==> config.mk <==
export PLATFORM = sky130hd
export DESIGN_NAME = wb_rr_arbiter_flat
export DESIGN_NICKNAME = d
export VERILOG_FILES = /design/src/rtl/wb_rr_arbiter_if.sv /design/src/rtl/wb_rr_arbiter.sv /design/src/flat_wrapper.sv
export SDC_FILE = /design/constraint.sdc
export NUM_CORES = 1
export LEC_CHECK = 0
export BUFFER_PORTS_ARGS = -buffer_cell sky130_fd_sc_hd__buf_4
export CELL_PAD_IN_SITES_DETAIL_PLACEMENT = 1
export CELL_PAD_IN_SITES_GLOBAL_PLACEMENT = 2
export CORE_ASPECT_RATIO = 1.5
export CORE_MARGIN = 2
export CORE_UTILIZATION = 15
export CTS_CLUSTER_SIZE = 25
export DETAILED_ROUTE_END_ITERATION = 7
export PLACE_DENSITY = 0.95
export SKIP_CTS_REPAIR_TIMING = 1
export SLEW_MARGIN = 30
export SYNTH_ARGS = -nofsm -noshare
export SYNTH_HDL_FRONTEND = slang
export SYNTH_SLANG_ARGS = --single-unit
==> constraint.sdc <==
create_clock -name i_clk -period 5.5 [get_ports i_clk]
set_input_delay 1.1 -clock i_clk [delete_from_list [all_inputs] [get_ports i_clk]]
set_output_delay 1.1 -clock i_clk [all_outputs]
set_load 0.02 [all_outputs]
==> src/rtl/wb_rr_arbiter_if.sv <==
`default_nettype none
// ============================================================================
//  Module   : wb_rr_arbiter_if
//  Brief    : Wishbone bundle between N masters, the round-robin arbiter
//             and the single downstream slave port.
//             slave  modport : arbiter view (masters in, slave port out)
//             master modport : environment view (drives masters and slave)
//  Revision : 1.0 - initial release
// ============================================================================
interface wb_rr_arbiter_if #(
    parameter int N      = 3,
    parameter int ADDR_W = 24,
    parameter int DATA_W = 16,
    parameter int SEL_W  = 2
);
    // Master-side bundle, master k occupies slot k of every packed vector
    logic [N-1:0]        m_cyc;
    logic [N-1:0]        m_stb;
    logic [N-1:0]        m_we;
    logic [N*ADDR_W-1:0] m_adr;
    logic [N*DATA_W-1:0] m_o_dat;
    logic [N*SEL_W-1:0]  m_sel;
    logic [N-1:0]        m_4_burst;
    logic [N-1:0]        m_8_burst;
    logic [N-1:0]        m_ack;
    logic [N-1:0]        m_err;
    logic [DATA_W-1:0]   m_i_dat;

    // Slave-side bundle towards the target decoder
    logic                s_cyc;
    logic                s_stb;
    logic                s_we;
    logic [ADDR_W-1:0]   s_adr;
    logic [DATA_W-1:0]   s_o_dat;
    logic [SEL_W-1:0]    s_sel;
    logic                s_4_burst;
    logic                s_8_burst;
    logic                s_ack;
    logic                s_err;
    logic [DATA_W-1:0]   s_i_dat;

    modport slave (
        input  m_cyc, m_stb, m_we, m_adr, m_o_dat, m_sel, m_4_burst, m_8_burst,
        input  s_ack, s_err, s_i_dat,
        output m_ack, m_err, m_i_dat,
        output s_cyc, s_stb, s_we, s_adr, s_o_dat, s_sel, s_4_burst, s_8_burst
    );

    modport master (
        output m_cyc, m_stb, m_we, m_adr, m_o_dat, m_sel, m_4_burst, m_8_burst,
        output s_ack, s_err, s_i_dat,
        input  m_ack, m_err, m_i_dat,
        input  s_cyc, s_stb, s_we, s_adr, s_o_dat, s_sel, s_4_burst, s_8_burst
    );
endinterface
`default_nettype wire

==> src/rtl/wb_rr_arbiter.sv <==
`default_nettype none
// ============================================================================
//  Module   : wb_rr_arbiter
//  Brief    : N-master round-robin Wishbone arbiter. The owner keeps the
//             slave port for as long as it holds cyc (bursts are never
//             preempted); one IDLE cycle separates consecutive owners.
//             Optional stall watchdog enabled by macro WB_ARB_TIMEOUT_EN.
//  Revision : 1.0 - initial release
// ============================================================================
module wb_rr_arbiter #(
    parameter int N       = 3,
    parameter int ADDR_W  = 24,
    parameter int DATA_W  = 16,
    parameter int SEL_W   = 2,
    parameter int TIMEOUT = 255
) (
    input  wire logic           i_clk,
    input  wire logic           i_rst,
    wb_rr_arbiter_if.slave      bus,
    output logic [N-1:0]        o_grant,
    output logic                o_busy
);
    localparam int c_ptr_w = $clog2(N);

    // Reject configurations outside the supported range at elaboration
    if (N < 2 || N > 8) begin : g_bad_n
        $error("wb_rr_arbiter: N must be 2..8");
    end
    if (TIMEOUT < 1 || TIMEOUT > 255) begin : g_bad_timeout
        $error("wb_rr_arbiter: TIMEOUT must be 1..255");
    end

    typedef enum logic [0:0] {
        IDLE  = 1'b0,
        OWNED = 1'b1
    } state_t;

    state_t               r_state, w_state_nxt;
    logic [c_ptr_w-1:0]   r_ptr, w_ptr_nxt;
    logic [c_ptr_w-1:0]   r_owner, w_owner_nxt;
    logic [N-1:0]         w_grant_nxt;
    logic                 w_found;
    logic [c_ptr_w-1:0]   w_pick;
    logic [c_ptr_w:0]     w_sum;
    logic [c_ptr_w-1:0]   w_idx;
    logic                 w_owner_cyc;
    logic                 w_owner_stb;
    logic                 w_timeout;

    // Round-robin search: first requester at ptr, ptr+1, ... (mod N)
    always_comb begin
        w_found = 1'b0;
        w_pick  = '0;
        w_sum   = '0;
        w_idx   = '0;
        for (int i = 0; i < N; i++) begin
            w_sum = {1'b0, r_ptr} + (c_ptr_w+1)'(i);
            w_idx = (w_sum >= (c_ptr_w+1)'(N)) ? c_ptr_w'(w_sum - (c_ptr_w+1)'(N))
                                               : c_ptr_w'(w_sum);
            if (!w_found && bus.m_cyc[w_idx]) begin
                w_found = 1'b1;
                w_pick  = w_idx;
            end
        end
    end

    // Owner's cyc/stb, selected with constant indices per slot
    always_comb begin
        w_owner_cyc = 1'b0;
        w_owner_stb = 1'b0;
        for (int i = 0; i < N; i++) begin
            if (r_owner == c_ptr_w'(i)) begin
                w_owner_cyc = bus.m_cyc[i];
                w_owner_stb = bus.m_stb[i];
            end
        end
    end

    // Next-state logic: grant in IDLE, release when owner drops cyc
    always_comb begin
        w_state_nxt = r_state;
        w_ptr_nxt   = r_ptr;
        w_owner_nxt = r_owner;
        w_grant_nxt = o_grant;
        case (r_state)
            IDLE: begin
                if (w_found) begin
                    w_state_nxt = OWNED;
                    w_owner_nxt = w_pick;
                    w_grant_nxt = N'(1) << w_pick;
                    w_ptr_nxt   = (w_pick == c_ptr_w'(N-1)) ? '0 : w_pick + 1'b1;
                end
            end
            OWNED: begin
                if (!w_owner_cyc) begin
                    w_state_nxt = IDLE;
                    w_grant_nxt = '0;
                end
            end
            default: begin
                w_state_nxt = IDLE;
                w_grant_nxt = '0;
            end
        endcase
    end

    // State, pointer, owner and grant registers
    always_ff @(posedge i_clk or posedge i_rst) begin
        if (i_rst) begin
            r_state <= IDLE;
            r_ptr   <= '0;
            r_owner <= '0;
            o_grant <= '0;
        end else begin
            r_state <= w_state_nxt;
            r_ptr   <= w_ptr_nxt;
            r_owner <= w_owner_nxt;
            o_grant <= w_grant_nxt;
        end
    end

    assign o_busy = (r_state == OWNED);

`ifdef WB_ARB_TIMEOUT_EN
    logic [7:0] r_wd;
    logic       w_stall;

    // A stalled cycle is a strobed owner cycle without any slave response;
    // the count includes the current cycle so the error lands on stall #TIMEOUT
    assign w_stall   = (r_state == OWNED) && w_owner_stb && !bus.s_ack && !bus.s_err;
    assign w_timeout = w_stall && (({1'b0, r_wd} + 9'd1) == 9'(TIMEOUT));

    // Watchdog counter, cleared whenever the stall run is broken or fires
    always_ff @(posedge i_clk or posedge i_rst) begin
        if (i_rst) begin
            r_wd <= '0;
        end else if (!w_stall || w_timeout) begin
            r_wd <= '0;
        end else begin
            r_wd <= r_wd + 8'd1;
        end
    end
`else
    assign w_timeout = 1'b0;
`endif

    // Bus routing: owner's signals to the slave, responses back to owner only
    always_comb begin
        bus.s_cyc     = 1'b0;
        bus.s_stb     = 1'b0;
        bus.s_we      = 1'b0;
        bus.s_adr     = '0;
        bus.s_o_dat   = '0;
        bus.s_sel     = '0;
        bus.s_4_burst = 1'b0;
        bus.s_8_burst = 1'b0;
        bus.m_ack     = '0;
        bus.m_err     = '0;
        bus.m_i_dat   = '0;
        if (r_state == OWNED) begin
            bus.m_i_dat = bus.s_i_dat;
            for (int i = 0; i < N; i++) begin
                if (r_owner == c_ptr_w'(i)) begin
                    bus.s_cyc     = bus.m_cyc[i];
                    bus.s_stb     = bus.m_stb[i] && !w_timeout;
                    bus.s_we      = bus.m_we[i];
                    bus.s_adr     = bus.m_adr[i*ADDR_W +: ADDR_W];
                    bus.s_o_dat   = bus.m_o_dat[i*DATA_W +: DATA_W];
                    bus.s_sel     = bus.m_sel[i*SEL_W +: SEL_W];
                    bus.s_4_burst = bus.m_4_burst[i];
                    bus.s_8_burst = bus.m_8_burst[i];
                    bus.m_ack[i]  = bus.s_ack;
                    bus.m_err[i]  = bus.s_err || w_timeout;
                end
            end
        end
    end
endmodule
`default_nettype wire

==> src/flat_wrapper.sv <==
// flat-port wrapper written by rule: the top's interface ports become plain ports
module wb_rr_arbiter_flat 
#(
    parameter int N       = 3,
    parameter int ADDR_W  = 24,
    parameter int DATA_W  = 16,
    parameter int SEL_W   = 2,
    parameter int TIMEOUT = 255
)
  (i_clk, i_rst, o_grant, o_busy, bus_m_cyc, bus_m_stb, bus_m_we, bus_m_adr, bus_m_o_dat, bus_m_sel, bus_m_4_burst, bus_m_8_burst, bus_s_ack, bus_s_err, bus_s_i_dat, bus_m_ack, bus_m_err, bus_m_i_dat, bus_s_cyc, bus_s_stb, bus_s_we, bus_s_adr, bus_s_o_dat, bus_s_sel, bus_s_4_burst, bus_s_8_burst);
  wb_rr_arbiter_if #(.N(N), .ADDR_W(ADDR_W), .DATA_W(DATA_W), .SEL_W(SEL_W)) bus_i ();
  input  wire logic i_clk;
  input  wire logic i_rst;
  output logic [N-1:0] o_grant;
  output logic o_busy;
  input wire logic [$bits(bus_i.m_cyc)-1:0] bus_m_cyc;
  input wire logic [$bits(bus_i.m_stb)-1:0] bus_m_stb;
  input wire logic [$bits(bus_i.m_we)-1:0] bus_m_we;
  input wire logic [$bits(bus_i.m_adr)-1:0] bus_m_adr;
  input wire logic [$bits(bus_i.m_o_dat)-1:0] bus_m_o_dat;
  input wire logic [$bits(bus_i.m_sel)-1:0] bus_m_sel;
  input wire logic [$bits(bus_i.m_4_burst)-1:0] bus_m_4_burst;
  input wire logic [$bits(bus_i.m_8_burst)-1:0] bus_m_8_burst;
  input wire logic [$bits(bus_i.s_ack)-1:0] bus_s_ack;
  input wire logic [$bits(bus_i.s_err)-1:0] bus_s_err;
  input wire logic [$bits(bus_i.s_i_dat)-1:0] bus_s_i_dat;
  output wire logic [$bits(bus_i.m_ack)-1:0] bus_m_ack;
  output wire logic [$bits(bus_i.m_err)-1:0] bus_m_err;
  output wire logic [$bits(bus_i.m_i_dat)-1:0] bus_m_i_dat;
  output wire logic [$bits(bus_i.s_cyc)-1:0] bus_s_cyc;
  output wire logic [$bits(bus_i.s_stb)-1:0] bus_s_stb;
  output wire logic [$bits(bus_i.s_we)-1:0] bus_s_we;
  output wire logic [$bits(bus_i.s_adr)-1:0] bus_s_adr;
  output wire logic [$bits(bus_i.s_o_dat)-1:0] bus_s_o_dat;
  output wire logic [$bits(bus_i.s_sel)-1:0] bus_s_sel;
  output wire logic [$bits(bus_i.s_4_burst)-1:0] bus_s_4_burst;
  output wire logic [$bits(bus_i.s_8_burst)-1:0] bus_s_8_burst;
  assign bus_i.m_cyc = bus_m_cyc;
  assign bus_i.m_stb = bus_m_stb;
  assign bus_i.m_we = bus_m_we;
  assign bus_i.m_adr = bus_m_adr;
  assign bus_i.m_o_dat = bus_m_o_dat;
  assign bus_i.m_sel = bus_m_sel;
  assign bus_i.m_4_burst = bus_m_4_burst;
  assign bus_i.m_8_burst = bus_m_8_burst;
  assign bus_i.s_ack = bus_s_ack;
  assign bus_i.s_err = bus_s_err;
  assign bus_i.s_i_dat = bus_s_i_dat;
  assign bus_m_ack = bus_i.m_ack;
  assign bus_m_err = bus_i.m_err;
  assign bus_m_i_dat = bus_i.m_i_dat;
  assign bus_s_cyc = bus_i.s_cyc;
  assign bus_s_stb = bus_i.s_stb;
  assign bus_s_we = bus_i.s_we;
  assign bus_s_adr = bus_i.s_adr;
  assign bus_s_o_dat = bus_i.s_o_dat;
  assign bus_s_sel = bus_i.s_sel;
  assign bus_s_4_burst = bus_i.s_4_burst;
  assign bus_s_8_burst = bus_i.s_8_burst;
  wb_rr_arbiter #(.N(N), .ADDR_W(ADDR_W), .DATA_W(DATA_W), .SEL_W(SEL_W), .TIMEOUT(TIMEOUT)) u_core (.i_clk(i_clk), .i_rst(i_rst), .bus(bus_i), .o_grant(o_grant), .o_busy(o_busy));
endmodule
==> run_results.csv <==
group,metric,value,unit
drt,num_vias,2989,
power_and_ir_drop,p_leak,2.00,nW
global_routing,grt_pass1_vias,3217,
placed_design,dp_hpwl,7.96,mm
worst_setup_path,reg2reg_from,"u_core.o_busy$_DFF_PP0_",
sta,worst_pin_slew,893,ps
sta,fmax,295,MHz
worst_setup_path,worst_path_max_delay_cell,"dfrtp_1",
run_status,status,"finished clean",
worst_setup_path,crit_chain,"inv_1, buf_4, nor2_1, buf_4",
logic_synthesis,syn_inst,303,
final_layout,area_delta_synth_final,104,%
worst_setup_path,cp-end-kind,"primary output",
sta,setup-tns-final,0,ps
floorplanning,rows,50,
worst_setup_path,critPathLaunchType,"flop",
floorplanning,initial_core_util,15.3,%
cts,cts.path.max_buffers,2,
drt,antenna_left,0,
floorplanning,dieArea,13600,µm²
global_routing,antenna_found_initial,0,
sta,finalSetupViolCount,0,
logic_synthesis,syn_area_per_cell,6.28,µm²
final_layout,final_net_count,683,
logic_synthesis,netlist.area_leader.share,26.3,%
cts,cts.sinks,8,
sta,layout_min_cycle_time,3390,ps
global_routing,grt_usage,13.1,%
worst_setup_path,worstPathArrival,2290,ps
cts,numCtsBuffers,3,
power_and_ir_drop,power_density,478,nW/µm²
placed_design,place.gp.congestion,0.768,
worst_setup_path,slowest_delay,780,ps
worst_setup_path,critPathMaxFanout,27,
drt,drtIter0Drc,59,
floorplanning,die_height,142,µm
sta,relSlewSlack,40.4,%
sta,whs,511,ps
power_and_ir_drop,ir_worst_vdd,0.169,mV
logic_synthesis,ys_types,38,
final_layout,fin_area,3870,µm²
drt,drc,0,
worst_hold_path,min_from,"u_core.o_grant[2]$_DFFE_PP0P_",
sta,fin_crit_sh,61.7,%
cts,clk_pin_slew,40,ps
placed_design,dpl_cell_area,3790,µm²
final_layout,drive_gt1_share,48.0,%
drt,wl,9.63,mm
worst_hold_path,min_path_type,"flop to flop",
logic_synthesis,syn-cell-area,1900,µm²
drt,drt-pass1-iter-count,4,
job,drv_cap,0,
drt,drt-vias-per-instance,4.44,
sta,rsz0062_at_grt,"false",
cts,clkLatencyLatePin,230,ps
cts,cts_tree,"done",
floorplanning,num_io_pins,234,
final_layout,fill_cells,1572,
cts,cts_max_level,1,
sta,skew,0.386,ps
global_routing,overflow,0,
drt,wl_per_cell,14.3,µm
floorplanning,fp.dieW,95.9,µm
global_routing,grt_pass1_wl,14.7,mm
worst_setup_path,reg2reg_slack,3210,ps
worst_setup_path,worstRegToRegCells,4,
worst_setup_path,worst_path_most_repeated_cell,"buf_4",
logic_synthesis,synth.area.top_cells,"mux2i_1 (26%), nor2_1 (19%), a21oi_1 (12%)",
placed_design,port_buffers,233,
logic_synthesis,yosys.area.top_type,"mux2i_1",
floorplanning,fp.coreArea,12400,µm²
worst_setup_path,criticalPathCategory,"flop to primary output",
logic_synthesis,synth-seq-area-share,10.5,%
global_routing,grt_max_degree,55,
worst_setup_path,regToRegEndpoint,"u_core.o_grant[0]$_DFFE_PP0P_",
sta,hold_viol,0,
logic_synthesis,ys_warn_count,0,
final_layout,diodes,0,
logic_synthesis,synth-seq-cells,8,
cts,root_buffer,"clkbuf_16",
worst_setup_path,required,4400,ps
worst_hold_path,hold_depth,1,
power_and_ir_drop,total_power,1.85,mW
worst_hold_path,worstHoldEndpoint,"u_core.o_grant[2]$_DFFE_PP0P_",
logic_synthesis,synth_nets,468,
sta,slew_violations,0,
## placed cells by master, fill, tap and decap left out, types with 2 or more instances in the layout
cell type | netlist | routed
a21oi_1 | 47 | 47
a22o_1 | 2 | 2
and2_1 | 17 | 17
buf_4 | 0 | 234
clkbuf_16 | 0 | 3
dfrtp_1 | 8 | 6
dfrtp_4 | 0 | 2
ha_1 | 4 | 4
inv_1 | 6 | 6
mux2i_1 | 50 | 50
nand2_1 | 8 | 8
nand2b_1 | 2 | 2
nand3_1 | 2 | 2
nor2_1 | 96 | 96
nor2b_1 | 4 | 3
nor3_1 | 4 | 4
o21ai_0 | 3 | 3
o21ai_1 | 6 | 6
## how the worst max path moves through the flow
stage / start / end / slack, ps
floorplan: bus_s_err / bus_m_err[0] / 2770
global placement: u_core.r_owner[1]$_DFFE_PP0P_ / bus_s_cyc / 1850
detailed placement: u_core.r_owner[1]$_DFFE_PP0P_ / bus_s_adr[2] / 2040
CTS: u_core.r_owner[1]$_DFFE_PP0P_ / bus_s_adr[2] / 1790
global route: u_core.o_busy$_DFF_PP0_ / bus_s_adr[2] / 1850
finish: u_core.o_busy$_DFF_PP0_ / bus_s_adr[2] / 2110
## metrics by stage
stage | setup WS [ps] | utilization [%] | std cells
3_3_place_gp | 1850 | 30.2 | 668
5_1_grt | 1850 | 31.1 | 673
6_report | 2110 | 31.1 | 673
4_1_cts | 1790 | 31.1 | 673
3_5_place_dp | 2040 | 30.5 | 669
2_1_floorplan | 2770 | - | 303
## report_power, final
part           internal, mW  switching (mW)  total, mW
combinational         0.679           0.804       1.48
clock                0.0966          0.0284      0.125
sequential           0.0872           0.155      0.243
## Yosys cell counts (all sizes together)
| master | number |
|---|---|
| nor2 | 96 |
| or4 | 1 |
| o22ai | 1 |
| inv | 6 |
| a2111oi | 1 |
| o21ai | 10 |
| o41ai | 1 |
| nand2b | 2 |
| ha | 4 |
| a22o | 2 |
| nand3b | 1 |
| nor3 | 4 |
| o21a | 1 |
| clkbuf | 15 |
| and2 | 18 |
| a211oi | 1 |
| nand3 | 2 |
| or2 | 1 |
| buf | 10 |
| a32o | 1 |
| nand4 | 1 |
| dfrtp | 8 |
| mux2i | 50 |
| and3 | 1 |
| o2bb2ai | 1 |
| a21o | 1 |
| nor2b | 4 |
| a21oi | 48 |
| a2111o | 1 |
| a21bo | 1 |
| nand2 | 8 |
| o31ai | 1 |
## logic make-up after synthesis
kind of cell	synth area share, %
flip-flops	10.5
AND/OR/NAND/NOR	32.1
AO/OA/AOI/OAI	21.8
buffers and inverters	6.58
adder cells (fa/ha/maj)	2.63
multiplexers	26.3
## flip-flops by register name, summed over array words and instances, names as in the netlist
name	flops
u_core.o_grant	3
u_core.o_busy	1
u_core.r_owner	2
u_core.r_ptr	2
## layer usage
metal  vias to the layer above  GRT usage (%)  wire length (µm)
li1                       1459              -                 -
met1                      1369           13.2              3260
met2                       151           26.9              5370
met3                        10           2.02               880
met4                         0           2.63               127
met5                         -              0                 0
## critical path: cells and delay by family (launching register included)
family,cells,cell delay [ps]
buffers and inverters,3,1090
flip-flops,1,780
AND/OR/NAND/NOR,1,160
## cell type report
class	instances	area [µm²]	area share (%)
timing repair buffer	235	1780	46.1
multi-input combinational	264	1580	40.9
inverter	6	22.5	0.582
clock buffer	4	78.8	2.04
tap	156	195	5.04
sequential	8	208	5.36
Power figures use the tool's default switching activity.
